**src/rtl/game_sequencer_if.sv**
```systemverilog
// rtl/game_sequencer_if.sv - game datapath signals between the round controller and its environment
interface game_sequencer_if;
    logic        frame_i;
    logic        start_i;
    logic        player_hit_i;
    logic        player_alive_i;
    logic        enemy_killed_i;
    logic        all_enemies_dead_i;
    logic        game_frame_o;
    logic        freeze_o;
    logic        enemy_reset_o;
    logic        add_life_o;
    logic [3:0]  level_o;
    logic [15:0] score_o;
    logic [15:0] high_score_o;
    logic [2:0]  state_o;

    modport master (
        output frame_i, start_i, player_hit_i, player_alive_i, enemy_killed_i, all_enemies_dead_i,
        input  game_frame_o, freeze_o, enemy_reset_o, add_life_o, level_o, score_o, high_score_o, state_o
    );

    modport slave (
        input  frame_i, start_i, player_hit_i, player_alive_i, enemy_killed_i, all_enemies_dead_i,
        output game_frame_o, freeze_o, enemy_reset_o, add_life_o, level_o, score_o, high_score_o, state_o
    );
endinterface

```
**src/rtl/game_sequencer.sv**
```systemverilog
// rtl/game_sequencer.sv - round controller: phases, frame gating, level and score; high score under GAME_SEQ_HIGH_SCORE_EN
module game_sequencer #(
    parameter int max_level_p   = 8,
    parameter int points_p      = 10,
    parameter int clear_delay_p = 60
) (
    input  logic clk_i,
    input  logic reset_i,
    game_sequencer_if.slave gs
);
    typedef enum logic [2:0] {
        IDLE  = 3'd0,
        PLAY  = 3'd1,
        HIT   = 3'd2,
        CLEAR = 3'd3,
        OVER  = 3'd4
    } state_t;

    state_t      state_q, state_d;
    logic [3:0]  level_q, level_d;
    logic [15:0] score_q, score_d;
    logic [7:0]  timer_q, timer_d;
    logic        enemy_reset_q, enemy_reset_d;
    logic        add_life_q, add_life_d;
    logic [16:0] award;
    logic [16:0] sum;
    logic [15:0] kill_score;
`ifdef GAME_SEQ_HIGH_SCORE_EN
    logic [15:0] high_score_q, high_score_d;
`endif

    always_comb begin
        state_d       = state_q;
        level_d       = level_q;
        score_d       = score_q;
        timer_d       = timer_q;
        enemy_reset_d = 1'b0;
        add_life_d    = add_life_q;
`ifdef GAME_SEQ_HIGH_SCORE_EN
        high_score_d  = high_score_q;
`endif
        award      = 17'(points_p) * 17'(level_q);
        sum        = {1'b0, score_q} + award;
        kill_score = sum[16] ? 16'hFFFF : sum[15:0];

        case (state_q)
            IDLE: begin
                if (gs.start_i) begin
                    state_d       = PLAY;
                    score_d       = 16'd0;
                    level_d       = 4'd1;
                    enemy_reset_d = 1'b1;
                end
            end
            PLAY: begin
                // kills are scored even when an exit fires in the same cycle
                if (gs.enemy_killed_i) score_d = kill_score;
                // lives counter samples only on frame ticks, so hold add_life through one
                if (gs.frame_i && add_life_q) add_life_d = 1'b0;
                if (!gs.player_alive_i) begin
                    state_d    = OVER;
                    add_life_d = 1'b0;
`ifdef GAME_SEQ_HIGH_SCORE_EN
                    if (score_d > high_score_q) high_score_d = score_d;
`endif
                end else if (gs.player_hit_i) begin
                    state_d = HIT;
                end else if (gs.all_enemies_dead_i) begin
                    state_d = CLEAR;
                    timer_d = 8'(clear_delay_p);
                end
            end
            HIT: begin
                if (gs.start_i) state_d = PLAY;
            end
            CLEAR: begin
                if (gs.frame_i) begin
                    if (timer_q <= 8'd1) begin
                        state_d       = PLAY;
                        timer_d       = 8'd0;
                        enemy_reset_d = 1'b1;
                        if (level_q != 4'(max_level_p)) begin
                            level_d = level_q + 4'd1;
                            // odd level stepping up lands on an even one
                            if (level_q[0]) add_life_d = 1'b1;
                        end
                    end else begin
                        timer_d = timer_q - 8'd1;
                    end
                end
            end
            OVER: begin
                if (gs.start_i) begin
                    state_d       = PLAY;
                    score_d       = 16'd0;
                    level_d       = 4'd1;
                    enemy_reset_d = 1'b1;
                end
            end
            default: state_d = IDLE;
        endcase
    end

    always_ff @(posedge clk_i) begin
        if (reset_i) begin
            state_q       <= IDLE;
            level_q       <= 4'd1;
            score_q       <= 16'd0;
            timer_q       <= 8'd0;
            enemy_reset_q <= 1'b0;
            add_life_q    <= 1'b0;
`ifdef GAME_SEQ_HIGH_SCORE_EN
            high_score_q  <= 16'd0;
`endif
        end else begin
            state_q       <= state_d;
            level_q       <= level_d;
            score_q       <= score_d;
            timer_q       <= timer_d;
            enemy_reset_q <= enemy_reset_d;
            add_life_q    <= add_life_d;
`ifdef GAME_SEQ_HIGH_SCORE_EN
            high_score_q  <= high_score_d;
`endif
        end
    end

    assign gs.freeze_o      = (state_q != PLAY);
    assign gs.game_frame_o  = gs.frame_i & (state_q == PLAY);
    assign gs.enemy_reset_o = enemy_reset_q;
    assign gs.add_life_o    = add_life_q;
    assign gs.level_o       = level_q;
    assign gs.score_o       = score_q;
    assign gs.state_o       = state_q;
`ifdef GAME_SEQ_HIGH_SCORE_EN
    assign gs.high_score_o  = high_score_q;
`else
    assign gs.high_score_o  = 16'h0000;
`endif
endmodule

```
**src/flat_wrapper.sv**
```systemverilog
// flat-port wrapper written by rule: the top's interface ports become plain ports
module game_sequencer_flat 
#(
    parameter int max_level_p   = 8,
    parameter int points_p      = 10,
    parameter int clear_delay_p = 60
)
  (clk_i, reset_i, gs_frame_i, gs_start_i, gs_player_hit_i, gs_player_alive_i, gs_enemy_killed_i, gs_all_enemies_dead_i, gs_game_frame_o, gs_freeze_o, gs_enemy_reset_o, gs_add_life_o, gs_level_o, gs_score_o, gs_high_score_o, gs_state_o);
  game_sequencer_if gs_i ();
  input  logic clk_i;
  input  logic reset_i;
  input wire logic [$bits(gs_i.frame_i)-1:0] gs_frame_i;
  input wire logic [$bits(gs_i.start_i)-1:0] gs_start_i;
  input wire logic [$bits(gs_i.player_hit_i)-1:0] gs_player_hit_i;
  input wire logic [$bits(gs_i.player_alive_i)-1:0] gs_player_alive_i;
  input wire logic [$bits(gs_i.enemy_killed_i)-1:0] gs_enemy_killed_i;
  input wire logic [$bits(gs_i.all_enemies_dead_i)-1:0] gs_all_enemies_dead_i;
  output wire logic [$bits(gs_i.game_frame_o)-1:0] gs_game_frame_o;
  output wire logic [$bits(gs_i.freeze_o)-1:0] gs_freeze_o;
  output wire logic [$bits(gs_i.enemy_reset_o)-1:0] gs_enemy_reset_o;
  output wire logic [$bits(gs_i.add_life_o)-1:0] gs_add_life_o;
  output wire logic [$bits(gs_i.level_o)-1:0] gs_level_o;
  output wire logic [$bits(gs_i.score_o)-1:0] gs_score_o;
  output wire logic [$bits(gs_i.high_score_o)-1:0] gs_high_score_o;
  output wire logic [$bits(gs_i.state_o)-1:0] gs_state_o;
  assign gs_i.frame_i = gs_frame_i;
  assign gs_i.start_i = gs_start_i;
  assign gs_i.player_hit_i = gs_player_hit_i;
  assign gs_i.player_alive_i = gs_player_alive_i;
  assign gs_i.enemy_killed_i = gs_enemy_killed_i;
  assign gs_i.all_enemies_dead_i = gs_all_enemies_dead_i;
  assign gs_game_frame_o = gs_i.game_frame_o;
  assign gs_freeze_o = gs_i.freeze_o;
  assign gs_enemy_reset_o = gs_i.enemy_reset_o;
  assign gs_add_life_o = gs_i.add_life_o;
  assign gs_level_o = gs_i.level_o;
  assign gs_score_o = gs_i.score_o;
  assign gs_high_score_o = gs_i.high_score_o;
  assign gs_state_o = gs_i.state_o;
  game_sequencer #(.max_level_p(max_level_p), .points_p(points_p), .clear_delay_p(clear_delay_p)) u_core (.clk_i(clk_i), .reset_i(reset_i), .gs(gs_i));
endmodule
```
**config.mk**
```make
export PLATFORM = sky130hd
export DESIGN_NAME = game_sequencer_flat
export DESIGN_NICKNAME = d
export VERILOG_FILES = /design/src/rtl/game_sequencer_if.sv /design/src/rtl/game_sequencer.sv /design/src/flat_wrapper.sv
export SDC_FILE = /design/constraint.sdc
export NUM_CORES = 1
export LEC_CHECK = 0
export CAP_MARGIN = 30
export CORE_MARGIN = 1
export CORE_UTILIZATION = 35
export CTS_CLUSTER_DIAMETER = 120
export CTS_CLUSTER_SIZE = 10
export DETAILED_ROUTE_END_ITERATION = 16
export GPL_ROUTABILITY_DRIVEN = 1
export SLEW_MARGIN = 20
export SYNTH_ARGS = -nofsm -noshare
export SYNTH_HDL_FRONTEND = slang
export SYNTH_SLANG_ARGS = --single-unit
```
**constraint.sdc**
```tcl
create_clock -name clk_i -period 3.4 [get_ports clk_i]
set_clock_uncertainty 0.15 [all_clocks]
set_input_delay 0.85 -clock clk_i [delete_from_list [all_inputs] [get_ports clk_i]]
set_output_delay 0.85 -clock clk_i [all_outputs]
set_load 0.005 [all_outputs]
```
==> summary.md <==
| Metric | Value |
|---|---|
| Drt drc | `0` |
| Wire length of the first global-routing pass | `9087 µm` |
| Post-Syn Area | `2265 µm²` |
| H-tree depth | `2` |
| Synth top area share | `29.17%` |
| TritonCTS Sinks | `33` |
| Worst-case reg-to-reg path depth | `10` |
| Core box area | `6096 µm²` |
| Worst slack, placed | `0.2958 ns` |
| CTS tree | `yes` |
| Post-synthesis register bit count | `33` |
| # nets final | `341` |
| Antenna diodes | `0` |
| CTS buffer count | `5` |
| Beginning of the critical path | `u_core.gs.level_o[1]` |
| Max_cap viols | `0` |
| Congestion Overflow GR | `0` |
| Fin. Hold Viols | `0` |
| Gr usage total | `17.67%` |
| Reg2reg end | `u_core.gs.score_o[9]` |
| Drt wl/cell | `14.17 µm` |
| Final Cycle Share | `91.54%` |
| Clock buffer depth | `2` |
| Chip width | `82.44 µm` |
| Post-Route Hold Slack | `0.3042 ns` |
| Synth Warn # | `0` |
| IR drop worst, VDD | `0.1772 mV` |
| R2R setup slack | `0.29 ns` |
| Count of pins over their slew limit | `0` |
| Largest area contributor in the netlist | `dfxtp_1` |
| Worst-Margin Slew | `0.5455 ns` |
| Sequential fraction of the synthesis area | `29.17%` |
| R2r startpoint | `u_core.gs.level_o[1]` |
| Layout cells sized above 1 | `8.202%` |
| Clock-pin transition on the worst setup and hold timing paths | `0.07 ns` |
| Worst Setup End Kind | `register` |
| Top FF cell, synth | `dfxtp_1` |
| Leakage Power | `1.060 nW` |
| Final setup violation count | `0` |
| Starting Density | `37.15%` |
| Fin Setup TNS | `0 ns` |
| Rows | `28` |
| Antenna Nets Post-Route | `0` |
| Fill count | `605` |
| Clock Latency Late Sink | `0.30 ns` |
| Syn Area/Cell | `8.205 µm²` |
| Asr flop ratio synth | `0%` |
| Via density | `5.459` |
| Worst Setup Start Kind | `register` |
| Worst Hold Class | `reg -> reg` |
| Worst path required time | `3.48 ns` |
| Final GP Congestion | `0.8325` |
| Die Y | `82.44 µm` |
| Vias in the first global route | `1838` |
| Power Density | `331.9 nW/µm²` |
| Pin count of the biggest net entering global routing | `28` |
| Root Buffer | `clkbuf_8` |
| Slew HR | `63.15%` |
| HPWL Detailed | `3998 µm` |
| Cell variety after synth | `57` |
| Die area | `6796 µm²` |
| CP max FO | `10` |
| Routed wire length | `5555 µm` |
| Antenna violations before repair | `0` |
| Final setup margin | `0.2876 ns` |
| Ports | `51` |
| Top cells by area, synth | `dfxtp_1 29%, ha_1 8.3%, buf_4 5.6%` |
| Status | `finished clean` |
| CP endpoint | `u_core.gs.score_o[9]` |
| RSZ-0062 raised after global routing | `no` |
| Post-CTS setup buffer count | `0` |
| Syn Inst Count | `276` |
| Setup Crit Path Kind | `reg -> reg` |
| # hold bufs at CTS | `0` |
| First-pass DRT Iterations | `4` |
| Max frequency | `321.3 MHz` |
| Via total after detailed routing | `2140` |
| I/O Buffers | `34` |
| Worst EP arrival | `3.19 ns` |
| Post-synth EDFFs | `0` |
| PostCTS Resize Cnt | `0` |
| Area grow syn2layout | `21.60%` |
| DR iter-0 viols | `166` |
| Fin crit period | `3.112 ns` |
## placed cells by master (no fill, tap or decap), types with 4 or more instances in the layout
| master | instances |
|---|---|
| a211oi_1 | 6 |
| a21o_1 | 4 |
| a21oi_1 | 21 |
| a31oi_1 | 9 |
| buf_4 | 8 |
| clkbuf_8 | 7 |
| clkdlybuf4s50_1 | 34 |
| conb_1 | 16 |
| dfxtp_1 | 33 |
| ha_1 | 15 |
| inv_1 | 12 |
| nand2_1 | 22 |
| nand3_1 | 8 |
| nor2_1 | 27 |
| nor2b_1 | 6 |
| nor3_1 | 9 |
| nor3b_1 | 6 |
| o21a_1 | 4 |
| o21ai_0 | 8 |
| xnor2_1 | 5 |
## worst min path at each step
stage / start / end / slack, ns / cells past startpoint
2_1_floorplan: u_core.gs.score_o[0] / u_core.gs.score_o[0] / 0.29 / 2
3_3_place_gp: u_core.gs.score_o[0] / u_core.gs.score_o[0] / 0.30 / 2
3_5_place_dp: u_core.gs.score_o[0] / u_core.gs.score_o[0] / 0.30 / 2
4_1_cts: u_core.gs.score_o[0] / u_core.gs.score_o[0] / 0.31 / 2
5_1_grt: u_core.gs.score_o[0] / u_core.gs.score_o[0] / 0.34 / 2
6_report: u_core.gs.score_o[0] / u_core.gs.score_o[0] / 0.30 / 2
## area by class of cell
class                           instances  area [µm²]  share of cell area [%]
Inverter                               12       45.04                   1.636
Tap cell                               75       93.84                   3.408
Sequential cell                        33       660.6                   23.99
Clock buffer                            7       96.34                   3.498
Multi-Input combinational cell        222        1453                   52.75
Clock inverter                          1       5.005                  0.1817
Timing Repair Buffer                   42       400.4                   14.54
## per-layer routing
| metal | part of all wire [%] | GRT usage (%) |
|---|---|---|
| met5 | 0 | 0 |
| met4 | 1.2 | 4.737 |
| met3 | 5.0 | 4.835 |
| met2 | 46 | 27.44 |
| met1 | 48 | 23.89 |
## cell usage after synthesis, types with 3 or more instances
cell and count:
dfxtp_1 33, nor2_1 27, nand2_1 22, a21oi_1 21, buf_4 17, ha_1 15
inv_1 12, a31oi_1 9, nor3_1 9, nand3_1 8, o21ai_0 8, a211oi_1 6
nor2b_1 6, nor3b_1 6, clkbuf_1 5, xnor2_1 5, a21o_1 4, o21a_1 4
a32oi_1 3, and3_1 3, mux2i_1 3, o211ai_1 3, or2_2 3
## registers in the layout (all words and copies together) (netlist names)
name,cells
u_core.gs.level_o,4
u_core.gs.enemy_reset_o,1
u_core.gs.score_o,16
u_core.timer_q,8
u_core.gs.add_life_o,1
u_core.gs.state_o,3
## worst max-delay path: stages (launching register included)
cell	delay, ns
dfxtp_1	0.31
ha_1	0.29
ha_1	0.23
fa_1	0.38
xor2_1	0.15
ha_1	0.39
o211a_1	0.21
o21ai_2	0.07
or4_4	0.61
o31a_1	0.15
o21ai_2	0.10
## cell families (layout without fill, tap and decap cells)
family                   Yosys count  in the layout  share of synthesized area (%)
adder cells (fa/ha/maj)           17             17                          10.06
other                              1             16                         0.1656
flip-flops                        33             33                          29.17
XOR/XNOR                           6              6                          2.320
AND/OR/NAND/NOR                  101            101                          23.70
multiplexers                       3              3                          1.326
AO/OA/AOI/OAI                     79             79                          24.09
buffers and inverters             36             62                          9.171
## report_power, final
part           switching, mW  internal, mW  total, mW
Combinational         0.0896        0.0718      0.161
Clock                  0.156         0.183      0.339
Sequential            0.0160         0.398      0.414
Total                  0.261         0.653      0.914
## stage by stage
step | power (mW) | cell area (µm²) | util, % | instances
2_1_floorplan | 0.5305 | 2321 | - | 291
3_3_place_gp | 0.5816 | 2653 | 43.51 | 384
3_5_place_dp | 0.5815 | 2653 | 43.51 | 384
4_1_cts | 0.9250 | 2754 | 45.18 | 392
5_1_grt | 0.9663 | 2754 | 45.18 | 392
6_report | 0.9140 | 2754 | 45.18 | 392
Note: power is estimated with default switching activity, not from simulation.
